[src/rtl/word_queue_row.sv]
// One storage row of the word queue: a plain data register written when both
// its row select and the queue-wide write enable are high. Contents are never reset.
module queue_word_row #(
   parameter int numOfBit = 4
) (
   input  logic                Clk,
   input  logic                Sel,
   input  logic                WrEn,
   input  logic [numOfBit-1:0] D,
   output logic [numOfBit-1:0] Q
);

   logic [numOfBit-1:0] data_q;

   always_ff @(posedge Clk) begin
      if (Sel && WrEn) begin
         data_q <= D;
      end
   end

   assign Q = data_q;

endmodule

[src/rtl/word_queue.sv]
// Synchronous FIFO of DEPTH words with count-derived flags, sticky error flags
// and a selectable show-ahead (FWFT=1) or registered (FWFT=0) read port.
module word_queue #(
   parameter int numOfBit = 4,
   parameter int DEPTH    = 4,
   parameter int AF_LEVEL = DEPTH - 1,
   parameter int AE_LEVEL = 1,
   parameter int FWFT     = 1
) (
   input  logic                         Clk,
   input  logic                         Rst_n,
   input  logic [numOfBit-1:0]          DataIn,
   input  logic                         Push,
   input  logic                         Pop,
   input  logic                         ClearErr,
   output logic [numOfBit-1:0]          DataOut,
   output logic                         Full,
   output logic                         Empty,
   output logic                         AlmostFull,
   output logic                         AlmostEmpty,
   output logic [$clog2(DEPTH+1)-1:0]   Count,
   output logic                         Overflow,
   output logic                         Underflow
);

   localparam int PW = $clog2(DEPTH);
   localparam int CW = $clog2(DEPTH + 1);
   localparam logic [CW-1:0] DEPTH_C = CW'(DEPTH);
   localparam logic [CW-1:0] AF_C    = CW'(AF_LEVEL);
   localparam logic [CW-1:0] AE_C    = CW'(AE_LEVEL);

   logic [PW-1:0]       wr_ptr_q, wr_ptr_d;
   logic [PW-1:0]       rd_ptr_q, rd_ptr_d;
   logic [CW-1:0]       count_q, count_d;
   logic                ovf_q, ovf_d;
   logic                unf_q, unf_d;
   logic                push_acc, pop_acc;
   logic [numOfBit-1:0] row_q [DEPTH];

   // Flags come straight from the count register so they always agree with Count.
   assign Full        = (count_q == DEPTH_C);
   assign Empty       = (count_q == '0);
   assign AlmostFull  = (count_q >= AF_C);
   assign AlmostEmpty = (count_q <= AE_C);
   assign Count       = count_q;
   assign Overflow    = ovf_q;
   assign Underflow   = unf_q;

   always_comb begin
      pop_acc  = Pop & ~Empty;
      // A pop in the same cycle frees a slot, so a full queue still takes the push.
      push_acc = Push & (~Full | pop_acc);
      wr_ptr_d = wr_ptr_q + PW'(push_acc);
      rd_ptr_d = rd_ptr_q + PW'(pop_acc);
      count_d  = count_q + CW'(push_acc) - CW'(pop_acc);

      ovf_d = ovf_q;
      unf_d = unf_q;
      if (ClearErr) begin
         ovf_d = 1'b0;
         unf_d = 1'b0;
      end
      if (Push && Full && !Pop) begin
         ovf_d = 1'b1;
      end
      if (Pop && Empty) begin
         unf_d = 1'b1;
      end
   end

   always_ff @(posedge Clk or negedge Rst_n) begin
      if (!Rst_n) begin
         wr_ptr_q <= '0;
         rd_ptr_q <= '0;
         count_q  <= '0;
         ovf_q    <= 1'b0;
         unf_q    <= 1'b0;
      end else begin
         wr_ptr_q <= wr_ptr_d;
         rd_ptr_q <= rd_ptr_d;
         count_q  <= count_d;
         ovf_q    <= ovf_d;
         unf_q    <= unf_d;
      end
   end

   for (genvar g = 0; g < DEPTH; g++) begin : g_row
      queue_word_row #(.numOfBit(numOfBit)) u_row (
         .Clk  (Clk),
         .Sel  (wr_ptr_q == PW'(g)),
         .WrEn (push_acc),
         .D    (DataIn),
         .Q    (row_q[g])
      );
   end

   if (FWFT != 0) begin : g_fwft
      assign DataOut = row_q[rd_ptr_q];
   end else begin : g_reg
      logic [numOfBit-1:0] dout_q, dout_d;

      // Registered read: the head word is captured only on an accepted pop.
      assign dout_d = pop_acc ? row_q[rd_ptr_q] : dout_q;

      always_ff @(posedge Clk or negedge Rst_n) begin
         if (!Rst_n) begin
            dout_q <= '0;
         end else begin
            dout_q <= dout_d;
         end
      end

      assign DataOut = dout_q;
   end

endmodule

[config.mk]
export PLATFORM = sky130hd
export DESIGN_NAME = word_queue
export DESIGN_NICKNAME = d
export VERILOG_FILES = /design/src/rtl/word_queue_row.sv /design/src/rtl/word_queue.sv
export SDC_FILE = /design/constraint.sdc
export NUM_CORES = 1
export LEC_CHECK = 0
export CAP_MARGIN = 20
export CORE_MARGIN = 2
export CORE_UTILIZATION = 53
export DETAILED_ROUTE_END_ITERATION = 8
export GPL_TIMING_DRIVEN = 0
export HOLD_SLACK_MARGIN = 0.08
export PLACE_DENSITY = 0.82
export SKIP_CTS_REPAIR_TIMING = 1
export SLEW_MARGIN = 20
export SYNTH_ARGS = -nofsm -noshare
export SYNTH_HDL_FRONTEND = slang
export SYNTH_SLANG_ARGS = --single-unit
[constraint.sdc]
create_clock -name Clk -period 4.2 [get_ports Clk]
set_input_delay 0.63 -clock Clk [delete_from_list [all_inputs] [get_ports Clk]]
set_output_delay 0.63 -clock Clk [all_outputs]
set_load 0.03 [all_outputs]
==> run_results.csv, run 1 <==
group,metric,value,unit
pwr,p_per_area,752,nW/um2
finish,regArea,706,um2
run,drv_cap,0,
sta,max_clock_freq,0.362,GHz
placement,portBuffers,21,
routing,drc,0,
finish,fin_cells,117,
critical_path,worstSetupEndpointType,"primary output",
synthesis,synth-seq-area-share,65.7,%
synthesis,synth_top_cell_by_area,"edfxtp_1",
synthesis,ys_types,22,
clock_tree,cts_tree,"built",
clock_tree,cts_buffers,3,
clock_tree,cts_htree_levels,1,
synthesis,syn_inst,65,
placement,dp.cells,113,
finish,final_net_count,107,
clock_tree,cts_root_buffer,"clkbuf_4",
sta,worst_clock_skew,2.37,ps
floorplan,die_h,49.0,um
global_route,grt_pass1_wl,3240,um
global_route,grt_pass1_vias,663,
clock_tree,cts_sinks,25,
sta,relSlewSlack,52.8,%
routing,ant_nets,0,
critical_path,worst_path_max_delay_cell,"clkdlybuf4s50_1",
finish,multiInputGateArea,347,um2
critical_path,cp_max_fo,8,
critical_path,crit_chain,"inv_1 -> ha_1 -> nand2_1 -> a32o_1 -> clkdlybuf4s50_1",
critical_path,path_class,"reg -> out",
sta,worstMarginPinSlew,707,ps
routing,num_vias,625,
run_status,status,"finished, final reports clean",
floorplan,row_count,16,
placement,place_hpwl,1510,um
synthesis,syn_nets,81,
global_route,grt_usage,18.7,%
pwr,power_leakage,0.000509,uW
routing,totalWireLength,1920,um
sta,finalSetupTns,0,ps
pwr,vdd_ir_drop_max,401,uV
sta,period_minus_slack,2760,ps
finish,area_growth,25.3,%
routing,dr.pass1.iters,4,
global_route,grt-ovfl-total,0,
sta,rsz0062_at_grt,"no",
synthesis,synth_top_area_share,44.7,%
floorplan,die_x,49.0,um
routing,drt_first_iter_violations,14,
floorplan,core_area,1940,um2
global_route,grt_max_degree,15,
synthesis,synthTopCellsByArea,"edfxtp_1 (45%), dfrtp_1 (21%), mux4_2 (8.4%), ha_1 (7.0%), fa_1 (1.9%)",
sta,setup_viol,0,
floorplan,start_util,55.3,%
floorplan,io_pins,22,
sta,finalMaxSlewViolations,0,
synthesis,syn_area_per_cell,16.5,um2
hold_path,hold_path.class,"reg -> reg",
clock_tree,path_clk_slew,120,ps
global_route,antenna_found_initial,0,
critical_path,slowest_delay,670,ps
clock_tree,clk_latency,310,ps
clock_tree,cts_max_path_buffers,2,
finish,num_antenna_cells,0,
synthesis,synth_area,1070,um2
placement,gp_congestion,0.788,
floorplan,dieArea,2400,um2
sta,period_share,65.8,%
critical_path,startpoint_type,"flip-flop",
synthesis,ys_ff_latch,25,
routing,vias_per_cell,5.34,
finish,drive_above_1_share,13.3,%
sta,hold_violations,0,
routing,wire_per_inst,16.4,um
synthesis,yosysWarnings,0,
critical_path,worstPathRequired,3570,ps
finish,fillCellCount,150,
critical_path,arrival,2130,ps
## metal layers
| metal | share of wire [%] | vias up | global-route usage (%) |
|---|---|---|---|
| met5 | 0 | - | 0 |
| met3 | 3.3 | 4 | 3.37 |
| met1 | 39 | 314 | 22.1 |
| met4 | 2.0 | 0 | 7.14 |
| li1 | - | 291 | - |
| met2 | 55 | 16 | 34.0 |
## report_power, final
| part | leakage (uW) | internal, uW | switching [uW] |
|---|---|---|---|
| registers | 0.000256 | 338 | 77.3 |
| clock network | 0.0000177 | 35.6 | 67.4 |
| logic | 0.000236 | 227 | 266 |
| total | 0.000509 | 601 | 411 |
## worst max-delay path, delay by kind of cell, from the launching register on
| family | cells | cell delay, ps |
|---|---|---|
| buffers and inverters | 2 | 840 |
| AO/OA/AOI/OAI | 1 | 150 |
| adder cells (fa/ha/maj) | 1 | 230 |
| AND/OR/NAND/NOR | 1 | 70 |
| flip-flops | 1 | 530 |
## cells by family (layout without fill, tap and decap cells)
logic type	count (synthesis)	count (layout)	synth area share (%)
buffers and inverters	6	31	2.10
xor gates and xnor gates	3	3	2.45
DFF	25	25	65.7
adders and majority gates	7	7	8.85
and+or+nand+nor	14	14	8.85
AOI/OAI and AO/OA	6	6	3.73
muxes	4	4	8.38
## cells in the final DEF (no fill, tap or decap), drive strengths merged
master | netlist | final
mux4 | 4 | 4
a32o | 1 | 1
dfrtp | 9 | 9
clkdlybuf4s50 | 0 | 21
nor3b | 2 | 2
inv | 6 | 6
nor2b | 1 | 1
and3 | 1 | 1
o21a | 1 | 1
nor4b | 1 | 1
fa | 1 | 1
xnor2 | 1 | 1
or3b | 1 | 1
clkinv | 0 | 1
clkbuf | 0 | 3
ha | 6 | 6
nand2 | 4 | 4
xor2 | 2 | 2
edfxtp | 16 | 16
o31ai | 1 | 1
nor3 | 3 | 3
o21ai | 3 | 3
nand2b | 1 | 1
## worst paths after layout
check / from / to / slack, ps / cells after the start
setup / recovery: Count[1]$_DFF_PN0_ / AlmostEmpty / 1440 / 5
hold / removal: Overflow$_DFFE_PN0P_ / Overflow$_DFFE_PN0P_ / 550 / 2
setup reg to reg: Count[1]$_DFF_PN0_ / Count[2]$_DFF_PN0_ / 2210 / 6
hold reg to reg: Overflow$_DFFE_PN0P_ / Overflow$_DFFE_PN0P_ / 550 / 2
max in group asynchronous: Rst_n / Overflow$_DFFE_PN0P_ / 3340 / 1
min in group asynchronous: Rst_n / rd_ptr_q[1]$_DFF_PN0_ / 590 / 1
## flip-flops by register name, summed over array words and instances (netlist names)
register       count
rd_ptr_q           2
g_row.u_row.Q     16
Count              3
Overflow           1
Underflow          1
wr_ptr_q           2
## synthesized netlist by cell type, drive strengths merged
library cell  number
mux4               4
nor3               3
nor2b              1
edfxtp            16
xnor2              1
o21a               1
xor2               2
fa                 1
inv                6
or3b               1
ha                 6
and3               1
nand2b             1
o31ai              1
a32o               1
nor4b              1
dfrtp              9
nand2              4
o21ai              3
nor3b              2
## per-stage QoR
stage / util (%) / instance area, um2 / setup WS (ps) / hold slack, ps / power (uW)
after floorplan: - / 1070 / 1730 / 334 / 715
after global placement: 67.9 / 1320 / 1730 / 504 / 890
after detailed placement: 67.9 / 1320 / 1640 / 526 / 918
after CTS: 69.3 / 1350 / 1440 / 549 / 1020
after global routing: 69.3 / 1350 / 1300 / 581 / 1070
final: 69.3 / 1350 / 1440 / 546 / 1010
## layout make-up
cell class	instances	area share, %
flip-flops and latches	25	52.4
multi-input cells	34	25.7
repair buffers	21	15.6
well taps	27	2.51
clock buffers	3	1.67
inverters	6	1.67
clock inverters	1	0.372
Note: power is estimated with default switching activity, not from simulation.
==> run 2, diff against run 1 <==
CORE_UTILIZATION = 44   (was 53)
PLACE_DENSITY = 0.73   (was 0.82)
clock period = 2.4 ns   (was 4.2 ns; I/O delays follow)
==> run 2 against run 1 <==
  * Worst setup slack got worse by 1300 ps
  * Final area increased by 1.0%
  * Flip-flop and latch count did not move
  * Critical endpoint is now DataOut[3]
  * Highest routed layer is now met3
==> run_results.csv, run 2 (same netlist as run 1, synthesis figures left out) <==
group,metric,value,unit
finish,final_net_count,107,
critical_path,worst_path_max_delay_cell,"clkdlybuf4s50_1",
run,drv_cap,0,
sta,worst_clock_skew,1.45,ps
critical_path,r2r_cells,5,
routing,ant_nets,0,
critical_path,cp_max_fo,5,
critical_path,startpoint_type,"flip-flop",
pwr,p_per_area,1290,nW/um2
critical_path,crit_chain,"mux4_2 -> clkdlybuf4s50_1",
floorplan,start_util,47.7,%
placement,gp_congestion,0.650,
clock_tree,cts_root_buffer,"clkbuf_4",
finish,final_cell_mix,"clkdlybuf4s50_1 (19), edfxtp_1 (16), dfrtp_1 (7)",
global_route,antenna_found_initial,0,
clock_tree,path_clk_slew,120,ps
sta,setup_viol,0,
critical_path,slowest_delay,600,ps
routing,wl_met1,784,um
finish,drive_above_1_share,16.7,%
finish,layout_commonest_cell,"clkdlybuf4s50_1",
placement,place_hpwl,1330,um
global_route,grt_pass1_wl,3020,um
routing,wire_per_inst,14.7,um
floorplan,io_pins,22,
routing,totalWireLength,1740,um
sta,finalMaxSlewViolations,0,
floorplan,row_count,17,
sta,relSlewSlack,53.0,%
floorplan,dieArea,2850,um2
sta,period_share,94.0,%
pwr,power_leakage,0.000527,uW
critical_path,arrival,1900,ps
pwr,fin_total_pwr,1750,uW
critical_path,path_class,"reg -> out",
hold_path,hold_path.class,"in -> async",
routing,dr_wl_met2,884,um
global_route,grt_pass1_vias,657,
routing,routed-wl-met3,68,um
sta,worstMarginPinSlew,703,ps
clock_tree,cts_htree_levels,1,
global_route,grt-ovfl-total,0,
placement,portBuffers,21,
critical_path,worstSetupEndpointType,"primary output",
finish,largest_register_ffs,16,
routing,vias_per_cell,5.19,
global_route,grt_max_degree,15,
sta,finalSetupTns,0,ps
routing,drc,0,
floorplan,die_h,53.4,um
routing,num_vias,612,
finish,num_antenna_cells,0,
sta,period_minus_slack,2260,ps
sta,hold_violations,0,
finish,area_growth,26.5,%
pwr,vdd_ir_drop_max,837,uV
clock_tree,cts_max_path_buffers,2,
critical_path,r2r_setup_slack,490,ps
sta,max_clock_freq,0.443,GHz
routing,drt_first_iter_violations,2,
critical_path,worstPathRequired,2040,ps
floorplan,die_x,53.4,um
sta,holdWs,344,ps
floorplan,core_area,2250,um2
clock_tree,cts_sinks,25,
clock_tree,cts_buffers,3,
sta,rsz0062_at_grt,"no",
routing,dr.pass1.iters,4,
global_route,grt_usage,15.1,%
clock_tree,cts_tree,"built",
routing,dr.max_layer_used,"met3",
clock_tree,clk_latency,300,ps
run_status,status,"finished, final reports clean",
-- run 2: changes by cell type in the layout (fill, tap and decap cells not counted) --
cell / delta
clkdlybuf4s50_1: -2
dfrtp_2: +2
nor3_1: -1
dfrtp_1: -2
dlymetal6s2s_1: +2
nor3_2: +1
-- run 2: per-stage QoR --
| step | util, % | cells | area, um2 | worst slack [ps] |
|---|---|---|---|---|
| after global placement | 58.8 | 114 | 1330 | 218 |
| after detailed placement | 58.8 | 114 | 1330 | 208 |
| final | 60.3 | 118 | 1360 | 145 |
| after floorplan | - | 65 | 1080 | 143 |
| after global routing | 60.3 | 118 | 1360 | 54.3 |
| after CTS | 60.0 | 118 | 1350 | -59.5 |
-- run 2: metal layers --
metal	GRT usage, %	vias up
li1	-	293
met1	19.8	303
met2	26.5	16
met3	2.54	0
met4	2.56	0
met5	0	-
-- run 2: power breakdown --
part | total [uW] | internal, uW | leakage [uW] | switching, uW
logic | 845 | 390 | 0.000256 | 455
clock network | 172 | 62.0 | 0.0000177 | 110
registers | 736 | 596 | 0.000254 | 140
total | 1750 | 1050 | 0.000527 | 705
-- run 2: layout make-up --
class                      count  area [um2]
inverter                       6        22.5
fill                         192         895
sequential                    25         708
tap                           28        35.0
multi-input combinational     34         352
timing repair buffer          21         215
clock buffer                   3        22.5
clock inverter                 1        5.00
-- run 2: critical path, delay by kind of cell, from the launching register on --
kind / cells / cell delay [ps]
buf+inv: 1 / 600
mux: 1 / 520
flops: 1 / 470
-- run 2: final timing paths --
kind | start | to
max | rd_ptr_q[0]$_DFF_PN0_ | DataOut[3]
min | Rst_n | Count[2]$_DFF_PN0_
max reg2reg | Count[0]$_DFF_PN0_ | Count[1]$_DFF_PN0_
min reg2reg | Overflow$_DFFE_PN0P_ | Overflow$_DFFE_PN0P_
max in group asynchronous | Rst_n | Count[1]$_DFF_PN0_
min in group Clk | Overflow$_DFFE_PN0P_ | Overflow$_DFFE_PN0P_
